--- src/rtl/axi_perf_pkg.sv ---
// Shared types and default widths for the AXI performance-bench traffic generators.
package axi_perf_pkg;

    localparam int AXI_ID_WTH   = 4;
    localparam int AXI_ADDR_WTH = 32;
    localparam int AXI_LEN_WTH  = 8;
    localparam int AXI_DATA_WTH = 512;
    localparam int AXI_RESP_WTH = 2;

    localparam logic [1:0] AXI_RESP_OKAY = 2'b00;

    typedef enum logic [1:0] {
        ST_IDLE  = 2'd0,
        ST_RUN   = 2'd1,
        ST_DRAIN = 2'd2,
        ST_DONE  = 2'd3
    } gen_state_e;

endpackage

--- src/rtl/axi_rd_burst_gen_if.sv ---
// AXI read-address and read-data channels between a traffic master and a memory slave.
interface AXI_intf
    import axi_perf_pkg::*;
#(
    parameter int ID_WTH   = AXI_ID_WTH,
    parameter int ADDR_WTH = AXI_ADDR_WTH,
    parameter int LEN_WTH  = AXI_LEN_WTH,
    parameter int DATA_WTH = AXI_DATA_WTH,
    parameter int RESP_WTH = AXI_RESP_WTH
) ();

    logic [ID_WTH-1:0]   arid;
    logic [ADDR_WTH-1:0] araddr;
    logic [LEN_WTH-1:0]  arlen;
    logic                arvalid;
    logic                arready;
    logic [ID_WTH-1:0]   rid;
    logic [DATA_WTH-1:0] rdata;
    logic [RESP_WTH-1:0] rresp;
    logic                rlast;
    logic                rvalid;
    logic                rready;

    modport master (
        output arid, araddr, arlen, arvalid, rready,
        input  arready, rid, rdata, rresp, rlast, rvalid
    );

    modport slave (
        input  arid, araddr, arlen, arvalid, rready,
        output arready, rid, rdata, rresp, rlast, rvalid
    );

endinterface

--- src/rtl/axi_rd_resp_chk.sv ---
// R-channel checker: beat-in-burst tracking, rlast/rresp error flag, beat count and data signature.
module axi_rd_resp_chk
    import axi_perf_pkg::*;
#(
    parameter int LEN_WTH  = AXI_LEN_WTH,
    parameter int DATA_WTH = AXI_DATA_WTH,
    parameter int RESP_WTH = AXI_RESP_WTH,
    parameter int CNT_WTH  = 32
) (
    input  logic                clk,
    input  logic                rst,
    input  logic                clear,
    input  logic                r_hs,
    input  logic [LEN_WTH-1:0]  burst_len,
    input  logic [DATA_WTH-1:0] rdata,
    input  logic [RESP_WTH-1:0] rresp,
    input  logic                rlast,
    output logic                err,
    output logic [CNT_WTH-1:0]  beat_count,
    output logic [DATA_WTH-1:0] data_sig
);

    logic [LEN_WTH-1:0]  beat_q, beat_d;
    logic                err_q, err_d;
    logic [CNT_WTH-1:0]  cnt_q, cnt_d;
    logic [DATA_WTH-1:0] sig_q, sig_d;
    logic                beat_err;

    // rlast must coincide with the final beat; any non-OKAY response is also an error.
    assign beat_err = (rlast != (beat_q == burst_len)) ||
                      (rresp != RESP_WTH'(AXI_RESP_OKAY));

    // Next-state for the per-run R-channel bookkeeping.
    always_comb begin
        // NOTE: every variable gets a hold default first so no path leaves it unassigned (no latch).
        beat_d = beat_q;
        err_d  = err_q;
        cnt_d  = cnt_q;
        sig_d  = sig_q;
        if (clear) begin
            beat_d = '0;
            err_d  = 1'b0;
            cnt_d  = '0;
            sig_d  = '0;
        end else if (r_hs) begin
            cnt_d  = cnt_q + CNT_WTH'(1);
            sig_d  = sig_q ^ rdata;
            beat_d = rlast ? '0 : beat_q + LEN_WTH'(1);
            if (beat_err) begin
                err_d = 1'b1;
            end
        end
    end

    // Checker registers with synchronous reset.
    always_ff @(posedge clk) begin
        // NOTE: non-blocking assignments so every flop samples pre-edge values regardless of order.
        if (rst) begin
            beat_q <= '0;
            err_q  <= 1'b0;
            cnt_q  <= '0;
            sig_q  <= '0;
        end else begin
            beat_q <= beat_d;
            err_q  <= err_d;
            cnt_q  <= cnt_d;
            sig_q  <= sig_d;
        end
    end

    assign err        = err_q;
    assign beat_count = cnt_q;
    assign data_sig   = sig_q;

endmodule

--- src/rtl/axi_rd_burst_gen.sv ---
// Read-traffic generator: issues equal-length INCR bursts with bounded outstanding requests.
module axi_rd_burst_gen
    import axi_perf_pkg::*;
#(
    parameter int ID_WTH          = AXI_ID_WTH,
    parameter int ADDR_WTH        = AXI_ADDR_WTH,
    parameter int LEN_WTH         = AXI_LEN_WTH,
    parameter int DATA_WTH        = AXI_DATA_WTH,
    parameter int RESP_WTH        = AXI_RESP_WTH,
    parameter int MAX_OUTSTANDING = 8,
    parameter int CNT_WTH         = 32
) (
    input  logic                clk,
    input  logic                rst,
    input  logic                ce,
    input  logic                start,
    input  logic [ADDR_WTH-1:0] base_addr,
    input  logic [CNT_WTH-1:0]  num_bursts,
    input  logic [LEN_WTH-1:0]  burst_len,
    output logic                busy,
    output logic                done,
    output logic                err,
    output logic [CNT_WTH-1:0]  beat_count,
    output logic [CNT_WTH-1:0]  cycle_count,
    output logic [DATA_WTH-1:0] data_sig,
    AXI_intf.master             axi
);

    localparam logic [7:0]          MAX_OUT    = 8'(MAX_OUTSTANDING);
    localparam logic [ADDR_WTH-1:0] BEAT_BYTES = ADDR_WTH'(DATA_WTH / 8);

    gen_state_e          state_q, state_d;
    logic [CNT_WTH-1:0]  num_q, num_d;
    logic [CNT_WTH-1:0]  issued_q, issued_d;
    logic [CNT_WTH-1:0]  completed_q, completed_d;
    logic [CNT_WTH-1:0]  cycle_q, cycle_d;
    logic [7:0]          outst_q, outst_d;
    logic [ADDR_WTH-1:0] araddr_q, araddr_d;
    logic [LEN_WTH-1:0]  len_q, len_d;
    logic                arvalid_q, arvalid_d;
    logic [ADDR_WTH-1:0] step;
    logic                start_acc, ar_hs, r_hs, rlast_hs;

    // Handshakes only count on enabled cycles; rready equals busy.
    assign start_acc = ce && start && (state_q == ST_IDLE);
    assign ar_hs     = ce && arvalid_q && axi.arready;
    assign r_hs      = ce && busy && axi.rvalid;
    assign rlast_hs  = r_hs && axi.rlast;

    // Byte distance between consecutive bursts; wraps with the address width.
    assign step = (ADDR_WTH'(len_q) + ADDR_WTH'(1)) * BEAT_BYTES;

    // Datapath next-state: run parameters, AR issue, outstanding/issued/completed/cycle counters.
    always_comb begin
        num_d       = num_q;
        len_d       = len_q;
        araddr_d    = araddr_q;
        arvalid_d   = arvalid_q;
        issued_d    = issued_q;
        completed_d = completed_q;
        outst_d     = outst_q;
        cycle_d     = cycle_q;
        if (start_acc) begin
            num_d       = num_bursts;
            len_d       = burst_len;
            araddr_d    = base_addr;
            issued_d    = '0;
            completed_d = '0;
            outst_d     = '0;
            cycle_d     = '0;
            arvalid_d   = (num_bursts != '0);
        end else if (ce && busy) begin
            cycle_d = cycle_q + CNT_WTH'(1);
            if (ar_hs) begin
                issued_d = issued_q + CNT_WTH'(1);
                araddr_d = araddr_q + step;
            end
            if (ar_hs && !rlast_hs) begin
                outst_d = outst_q + 8'd1;
            end else if (!ar_hs && rlast_hs) begin
                outst_d = outst_q - 8'd1;
            end
            if (rlast_hs) begin
                completed_d = completed_q + CNT_WTH'(1);
            end
            // A raised request is held until accepted; only then is the next one considered.
            if (!arvalid_q || ar_hs) begin
                arvalid_d = (state_q == ST_RUN) && (issued_d < num_q) && (outst_d < MAX_OUT);
            end
        end
    end

    // Datapath registers.
    always_ff @(posedge clk) begin
        if (rst) begin
            num_q       <= '0;
            len_q       <= '0;
            araddr_q    <= '0;
            arvalid_q   <= 1'b0;
            issued_q    <= '0;
            completed_q <= '0;
            outst_q     <= '0;
            cycle_q     <= '0;
        end else begin
            num_q       <= num_d;
            len_q       <= len_d;
            araddr_q    <= araddr_d;
            arvalid_q   <= arvalid_d;
            issued_q    <= issued_d;
            completed_q <= completed_d;
            outst_q     <= outst_d;
            cycle_q     <= cycle_d;
        end
    end

    // FSM state register.
    always_ff @(posedge clk) begin
        if (rst) begin
            state_q <= ST_IDLE;
        end else begin
            state_q <= state_d;
        end
    end

    // FSM next-state; decisions use post-edge counter values so done follows the last rlast directly.
    always_comb begin
        state_d = state_q;
        if (ce) begin
            unique case (state_q)
                ST_IDLE: begin
                    if (start) begin
                        state_d = (num_bursts == '0) ? ST_DONE : ST_RUN;
                    end
                end
                ST_RUN: begin
                    if ((issued_d == num_q) && !arvalid_d) begin
                        state_d = (completed_d == num_q) ? ST_DONE : ST_DRAIN;
                    end
                end
                ST_DRAIN: begin
                    if (completed_d == num_q) begin
                        state_d = ST_DONE;
                    end
                end
                ST_DONE: begin
                    state_d = ST_IDLE;
                end
                default: state_d = ST_IDLE;
            endcase
        end
    end

    // FSM outputs decoded from the current state.
    always_comb begin
        busy       = (state_q == ST_RUN) || (state_q == ST_DRAIN);
        done       = (state_q == ST_DONE);
        axi.rready = busy;
    end

    assign axi.arid    = ID_WTH'(0);
    assign axi.araddr  = araddr_q;
    assign axi.arlen   = len_q;
    assign axi.arvalid = arvalid_q;
    assign cycle_count = cycle_q;

    axi_rd_resp_chk #(
        .LEN_WTH  (LEN_WTH),
        .DATA_WTH (DATA_WTH),
        .RESP_WTH (RESP_WTH),
        .CNT_WTH  (CNT_WTH)
    ) u_resp_chk (
        .clk        (clk),
        .rst        (rst),
        .clear      (start_acc),
        .r_hs       (r_hs),
        .burst_len  (len_q),
        .rdata      (axi.rdata),
        .rresp      (axi.rresp),
        .rlast      (axi.rlast),
        .err        (err),
        .beat_count (beat_count),
        .data_sig   (data_sig)
    );

endmodule

--- src/flat_wrapper.sv ---
// flat-port wrapper written by rule: the top's interface ports become plain ports
module axi_rd_burst_gen_flat import axi_perf_pkg::*;
#(
    parameter int ID_WTH          = AXI_ID_WTH,
    parameter int ADDR_WTH        = AXI_ADDR_WTH,
    parameter int LEN_WTH         = AXI_LEN_WTH,
    parameter int DATA_WTH        = AXI_DATA_WTH,
    parameter int RESP_WTH        = AXI_RESP_WTH,
    parameter int MAX_OUTSTANDING = 8,
    parameter int CNT_WTH         = 32
)
  (clk, rst, ce, start, base_addr, num_bursts, burst_len, busy, done, err, beat_count, cycle_count, data_sig, axi_arid, axi_araddr, axi_arlen, axi_arvalid, axi_rready, axi_arready, axi_rid, axi_rdata, axi_rresp, axi_rlast, axi_rvalid);
  AXI_intf #(.ID_WTH(ID_WTH), .ADDR_WTH(ADDR_WTH), .LEN_WTH(LEN_WTH), .DATA_WTH(DATA_WTH), .RESP_WTH(RESP_WTH)) axi_i ();
  input  logic clk;
  input  logic rst;
  input  logic ce;
  input  logic start;
  input  logic [ADDR_WTH-1:0] base_addr;
  input  logic [CNT_WTH-1:0] num_bursts;
  input  logic [LEN_WTH-1:0] burst_len;
  output logic busy;
  output logic done;
  output logic err;
  output logic [CNT_WTH-1:0] beat_count;
  output logic [CNT_WTH-1:0] cycle_count;
  output logic [DATA_WTH-1:0] data_sig;
  output wire logic [$bits(axi_i.arid)-1:0] axi_arid;
  output wire logic [$bits(axi_i.araddr)-1:0] axi_araddr;
  output wire logic [$bits(axi_i.arlen)-1:0] axi_arlen;
  output wire logic [$bits(axi_i.arvalid)-1:0] axi_arvalid;
  output wire logic [$bits(axi_i.rready)-1:0] axi_rready;
  input wire logic [$bits(axi_i.arready)-1:0] axi_arready;
  input wire logic [$bits(axi_i.rid)-1:0] axi_rid;
  input wire logic [$bits(axi_i.rdata)-1:0] axi_rdata;
  input wire logic [$bits(axi_i.rresp)-1:0] axi_rresp;
  input wire logic [$bits(axi_i.rlast)-1:0] axi_rlast;
  input wire logic [$bits(axi_i.rvalid)-1:0] axi_rvalid;
  assign axi_arid = axi_i.arid;
  assign axi_araddr = axi_i.araddr;
  assign axi_arlen = axi_i.arlen;
  assign axi_arvalid = axi_i.arvalid;
  assign axi_rready = axi_i.rready;
  assign axi_i.arready = axi_arready;
  assign axi_i.rid = axi_rid;
  assign axi_i.rdata = axi_rdata;
  assign axi_i.rresp = axi_rresp;
  assign axi_i.rlast = axi_rlast;
  assign axi_i.rvalid = axi_rvalid;
  axi_rd_burst_gen #(.ID_WTH(ID_WTH), .ADDR_WTH(ADDR_WTH), .LEN_WTH(LEN_WTH), .DATA_WTH(DATA_WTH), .RESP_WTH(RESP_WTH), .MAX_OUTSTANDING(MAX_OUTSTANDING), .CNT_WTH(CNT_WTH)) u_core (.clk(clk), .rst(rst), .ce(ce), .start(start), .base_addr(base_addr), .num_bursts(num_bursts), .burst_len(burst_len), .busy(busy), .done(done), .err(err), .beat_count(beat_count), .cycle_count(cycle_count), .data_sig(data_sig), .axi(axi_i));
endmodule
--- config.mk ---
export PLATFORM = sky130hd
export DESIGN_NAME = axi_rd_burst_gen_flat
export DESIGN_NICKNAME = d
export VERILOG_FILES = /design/src/rtl/axi_perf_pkg.sv /design/src/rtl/axi_rd_burst_gen_if.sv /design/src/rtl/axi_rd_resp_chk.sv /design/src/rtl/axi_rd_burst_gen.sv /design/src/flat_wrapper.sv
export SDC_FILE = /design/constraint.sdc
export NUM_CORES = 2
export LEC_CHECK = 0
export ABC_AREA = 1
export BUFFER_PORTS_ARGS = -buffer_cell sky130_fd_sc_hd__buf_2
export CORE_AREA = 4 4 478 480
export DETAILED_ROUTE_END_ITERATION = 10
export DIE_AREA = 0 0 482 484
export SLEW_MARGIN = 40
export SYNTH_ARGS = -nofsm -noshare
export SYNTH_HDL_FRONTEND = slang
export SYNTH_HIERARCHICAL = 1
export SYNTH_SLANG_ARGS = --single-unit
--- constraint.sdc ---
create_clock -name clk -period 7.2 [get_ports clk]
set_input_delay 1.44 -clock clk [delete_from_list [all_inputs] [get_ports clk]]
set_output_delay 1.44 -clock clk [all_outputs]
set_load 0.005 [all_outputs]
==> impl_metrics.py <==
metrics = {
    "critical_path": {
        "cp-start-kind": "flop",
        "crit_start": "u_core/state_q[0]",
        "arrival_ns": 4.69,
        "path_buf_inv": 2,
        "path_delay_family": "simple AND/OR/NAND/NOR gates",
        "slowest_delay_ns": 0.60,
        "r2r_slack_ns": 3.13,
        "crit_fanout": 63,
        "required_ns": 7.82,
        "crit_chain": "inv_1 -> ha_1 -> nand2_2 -> inv_4 -> nand2_2 -> nor2_2 -> nand2_1 -> nor2_2 -> nand3_2 -> nor3_2 -> nand3_2 -> nor2_2 -> nand2_2 -> nor4_4 -> nand3b_1 -> nor2_1 -> nand2_1 -> nand2_1 -> nor2_1",
        "cp-end-kind": "flop",
        "r2r_cells": 19,
        "r2r_end": "u_core/cycle_count[29]",
        "worstReg2RegStart": "u_core/state_q[0]",
        "critPathKind": "reg -> reg",
        "cp.depth": 19,
        "slowest_stage": "inv_4",
        "endpoint": "u_core/cycle_count[29]",
    },
    "timing": {
        "layout_min_cycle_time_ns": 4.070,
        "hold_ws_ns": 0.4580,
        "final.setup.tns_ns": 0,
        "max_slew.worst_pin.slew_ns": 0.8363,
        "slew_violations": 0,
        "fmax_ghz": 0.2457,
        "hold_viol": 0,
        "period_share_pct": 56.53,
        "setup_viol": 0,
        "skew_ns": 0.05447,
        "max_slew_margin_pct": 44.25,
        "rsz0062_at_grt": "false",
    },
    "pwr": {
        "switching_share_pct": 31.35,
        "ir_drop_mv": 0.1837,
        "p_int_w": 0.007862,
        "power_density_nw_per_um2": 241.6,
        "switching_power_w": 0.003591,
        "clock_power_share_pct": 44.5,
        "power_frac_seq_pct": 38.8,
        "p_comb_share_pct": 16.7,
        "power.leakage_nw": 20.79,
    },
    "detailed_routing": {
        "first_pass_iters": 8,
        "drc": 0,
        "finalWirelength_um": 224600,
        "vias": 39005,
        "routedWlPerCell_um": 23.99,
        "vias_per_cell": 4.168,
        "dr.first_iter.drc_count": 3395,
        "drtAntennaViolNets": 0,
    },
    "cts": {
        "clock_path_buffers": 3,
        "cts_tree": "done",
        "hold_buffers": 0,
        "cts_root_buf": "clkbuf_16",
        "clk_latency_ns": 0.73,
        "path_clk_slew_ns": 0.06,
        "h-tree-depth": 3,
        "cts.sinks": 732,
        "tritoncts.num_buffers": 97,
        "cts_resized": 0,
        "postCtsSetupRepairBufs": 0,
    },
    "synthesis": {
        "synthTopCellsByArea": "dfxtp_1 (42%), nand2_1 (13%), nand3_1 (10%)",
        "ys_seq_area_share_pct": 42.14,
        "synth_top_area_share_pct": 42.14,
        "ys_warn_count": 6,
        "syn_area_sq_um": 34770,
        "synth-seq-cells": 732,
        "async_flop_share_pct": 0,
        "syn-instance-count": 5095,
        "yosysTopAreaCell": "dfxtp_1",
        "ys.flop_type": "dfxtp_1",
        "postSynthAreaPerCell_sq_um": 6.825,
        "synth_edf_count": 0,
        "synth_cell_type_count": 57,
    },
    "job": {
        "max-cap-violations": 0,
    },
    "finish": {
        "drive_above_1_share_pct": 23.75,
        "fin_cells": 9359,
        "final_nets": 6849,
        "synthToLayoutAreaGrowth_pct": 36.33,
    },
    "grt": {
        "grt_remaining_overflow": 0,
        "grt_max_degree": 213,
        "grt_pass1_vias": 33441,
        "gr-usage-met3_pct": 13.06,
        "grt_pass1_wl_um": 291200,
        "grtUsageMet2_pct": 26.41,
        "antenna_found_initial": 242,
        "grtUsageMet1_pct": 20.03,
        "track_usage_pct": 18.25,
        "top_usage_layer": "met2",
    },
    "die": {
        "pin_count": 1222,
        "rows": 174,
        "die_area_sq_um": 233300,
        "start_util_pct": 15.51,
        "die_x_um": 482,
        "coreArea_sq_um": 224200,
        "die_h_um": 484,
    },
    "worst_hold_path": {
        "hp-class": "reg -> reg",
    },
    "place": {
        "gp_congestion": 1.049,
        "port_buffers": 1213,
        "hpwl_um": 187700,
        "placedCellCount": 9086,
    },
    "status": {
        "status": "complete, no violations",
    },
}
how the worst min path moves through the flow:
stage | startpoint | endpoint | slack, ns | cells after the start
global route | u_core/axi.araddr[2] | u_core/axi.araddr[2] | 0.48 | 2
floorplan | u_core/u_resp_chk/err | u_core/u_resp_chk/err | 0.45 | 2
CTS | u_core/u_resp_chk/err | u_core/u_resp_chk/err | 0.45 | 2
global placement | u_core/u_resp_chk/err | u_core/u_resp_chk/err | 0.44 | 2
finish | u_core/u_resp_chk/err | u_core/u_resp_chk/err | 0.46 | 2
detailed placement | u_core/u_resp_chk/err | u_core/u_resp_chk/err | 0.44 | 2
power by group through the flow:
stage                     logic [W]  registers, W  clock network [W]
after floorplan             0.00109       0.00449                  0
after global placement      0.00188       0.00452                  0
after detailed placement    0.00189       0.00452                  0
after CTS                   0.00190       0.00443            0.00529
after global routing        0.00213       0.00446            0.00541
final                       0.00191       0.00444            0.00510
metrics by stage:
stage	util (%)	setup WS [ns]	total power, W	instance area (sq um)
2_1_floorplan	-	3.445	0.005576	34780
3_3_place_gp	19.53	2.415	0.006395	43800
3_5_place_dp	19.53	2.396	0.006412	43800
4_1_cts	21.00	2.957	0.01162	47090
5_1_grt	21.08	2.806	0.01200	47270
6_report	21.14	3.130	0.01145	47410
synth_stat cells, types with 17 or more instances:
| library cell | n |
|---|---|
| clkbuf_1 | 83 |
| buf_2 | 127 |
| nor4_1 | 17 |
| dfxtp_1 | 732 |
| ha_1 | 55 |
| xor2_1 | 33 |
| nor3_1 | 34 |
| buf_1 | 18 |
| nor2_1 | 811 |
| nand4_1 | 83 |
| nand2_1 | 1166 |
| a21oi_1 | 655 |
| nand3_1 | 694 |
| inv_1 | 290 |
| o21ai_0 | 120 |
sequential cells by signal, summed over array words and instances, names as in the netlist, 32 cells and up:
register / flops
u_core/u_resp_chk/beat_count: 32
u_core/u_resp_chk/data_sig: 512
u_core/issued_q: 32
u_core/completed_q: 32
u_core/cycle_count: 32
u_core/axi.araddr: 32
u_core/num_q: 32
cell families after synthesis:
group	after synthesis	share of synthesized area (%)
compound gates	824	12.20
flops	732	42.14
simple gates	2901	36.14
other cells	1	0.01078
xor+xnor	41	1.033
fa+ha+maj	56	2.037
buf+inv	540	6.433
layer usage:
metal | routed length [um] | vias to the layer above
met2 | 93390 | 1838
met3 | 37000 | 527
met1 | 83440 | 17324
met4 | 10210 | 84
met5 | 527 | -
li1 | - | 19232
worst min-delay path: cells and delay by family, from the launching register on:
family / cells / cell delay [ns]
flip-flops: 1 / 0.31
buffers and inverters: 1 / 0.05
AO/OA/AOI/OAI: 1 / 0.05
placed cells by master, fill, tap and decap left out, types with 7 or more instances in the layout:
cell / instances
clkbuf_16: 98
a21oi_1: 655
nand2_1: 1165
nor3_1: 34
clkbuf_1: 19
nand3_1: 693
xor2_1: 33
a31oi_1: 8
buf_4: 13
ha_1: 55
nand2_2: 16
bufinv_16: 7
nor3b_1: 7
diode_2: 93
nor3_2: 7
nand3b_1: 10
nand4_1: 83
buf_12: 9
dfxtp_1: 732
nor4_1: 17
clkbuf_8: 19
nor2_1: 809
clkinv_2: 16
xnor2_1: 8
nor2_2: 16
inv_6: 7
nor2_4: 13
inv_2: 8
inv_1: 289
o21ai_0: 120
buf_2: 1213
final cells by class:
class	count	area [sq um]
diodes	93	232.7
multi-input cells	3826	17920
well taps	2992	3744
fillers	25358	176800
repair buffers	1238	6431
flip-flops and latches	732	14650
clock buffers	136	2785
inverters	301	1140
clock inverters	41	500.5
No activity file was read; power rests on OpenSTA's default activity.
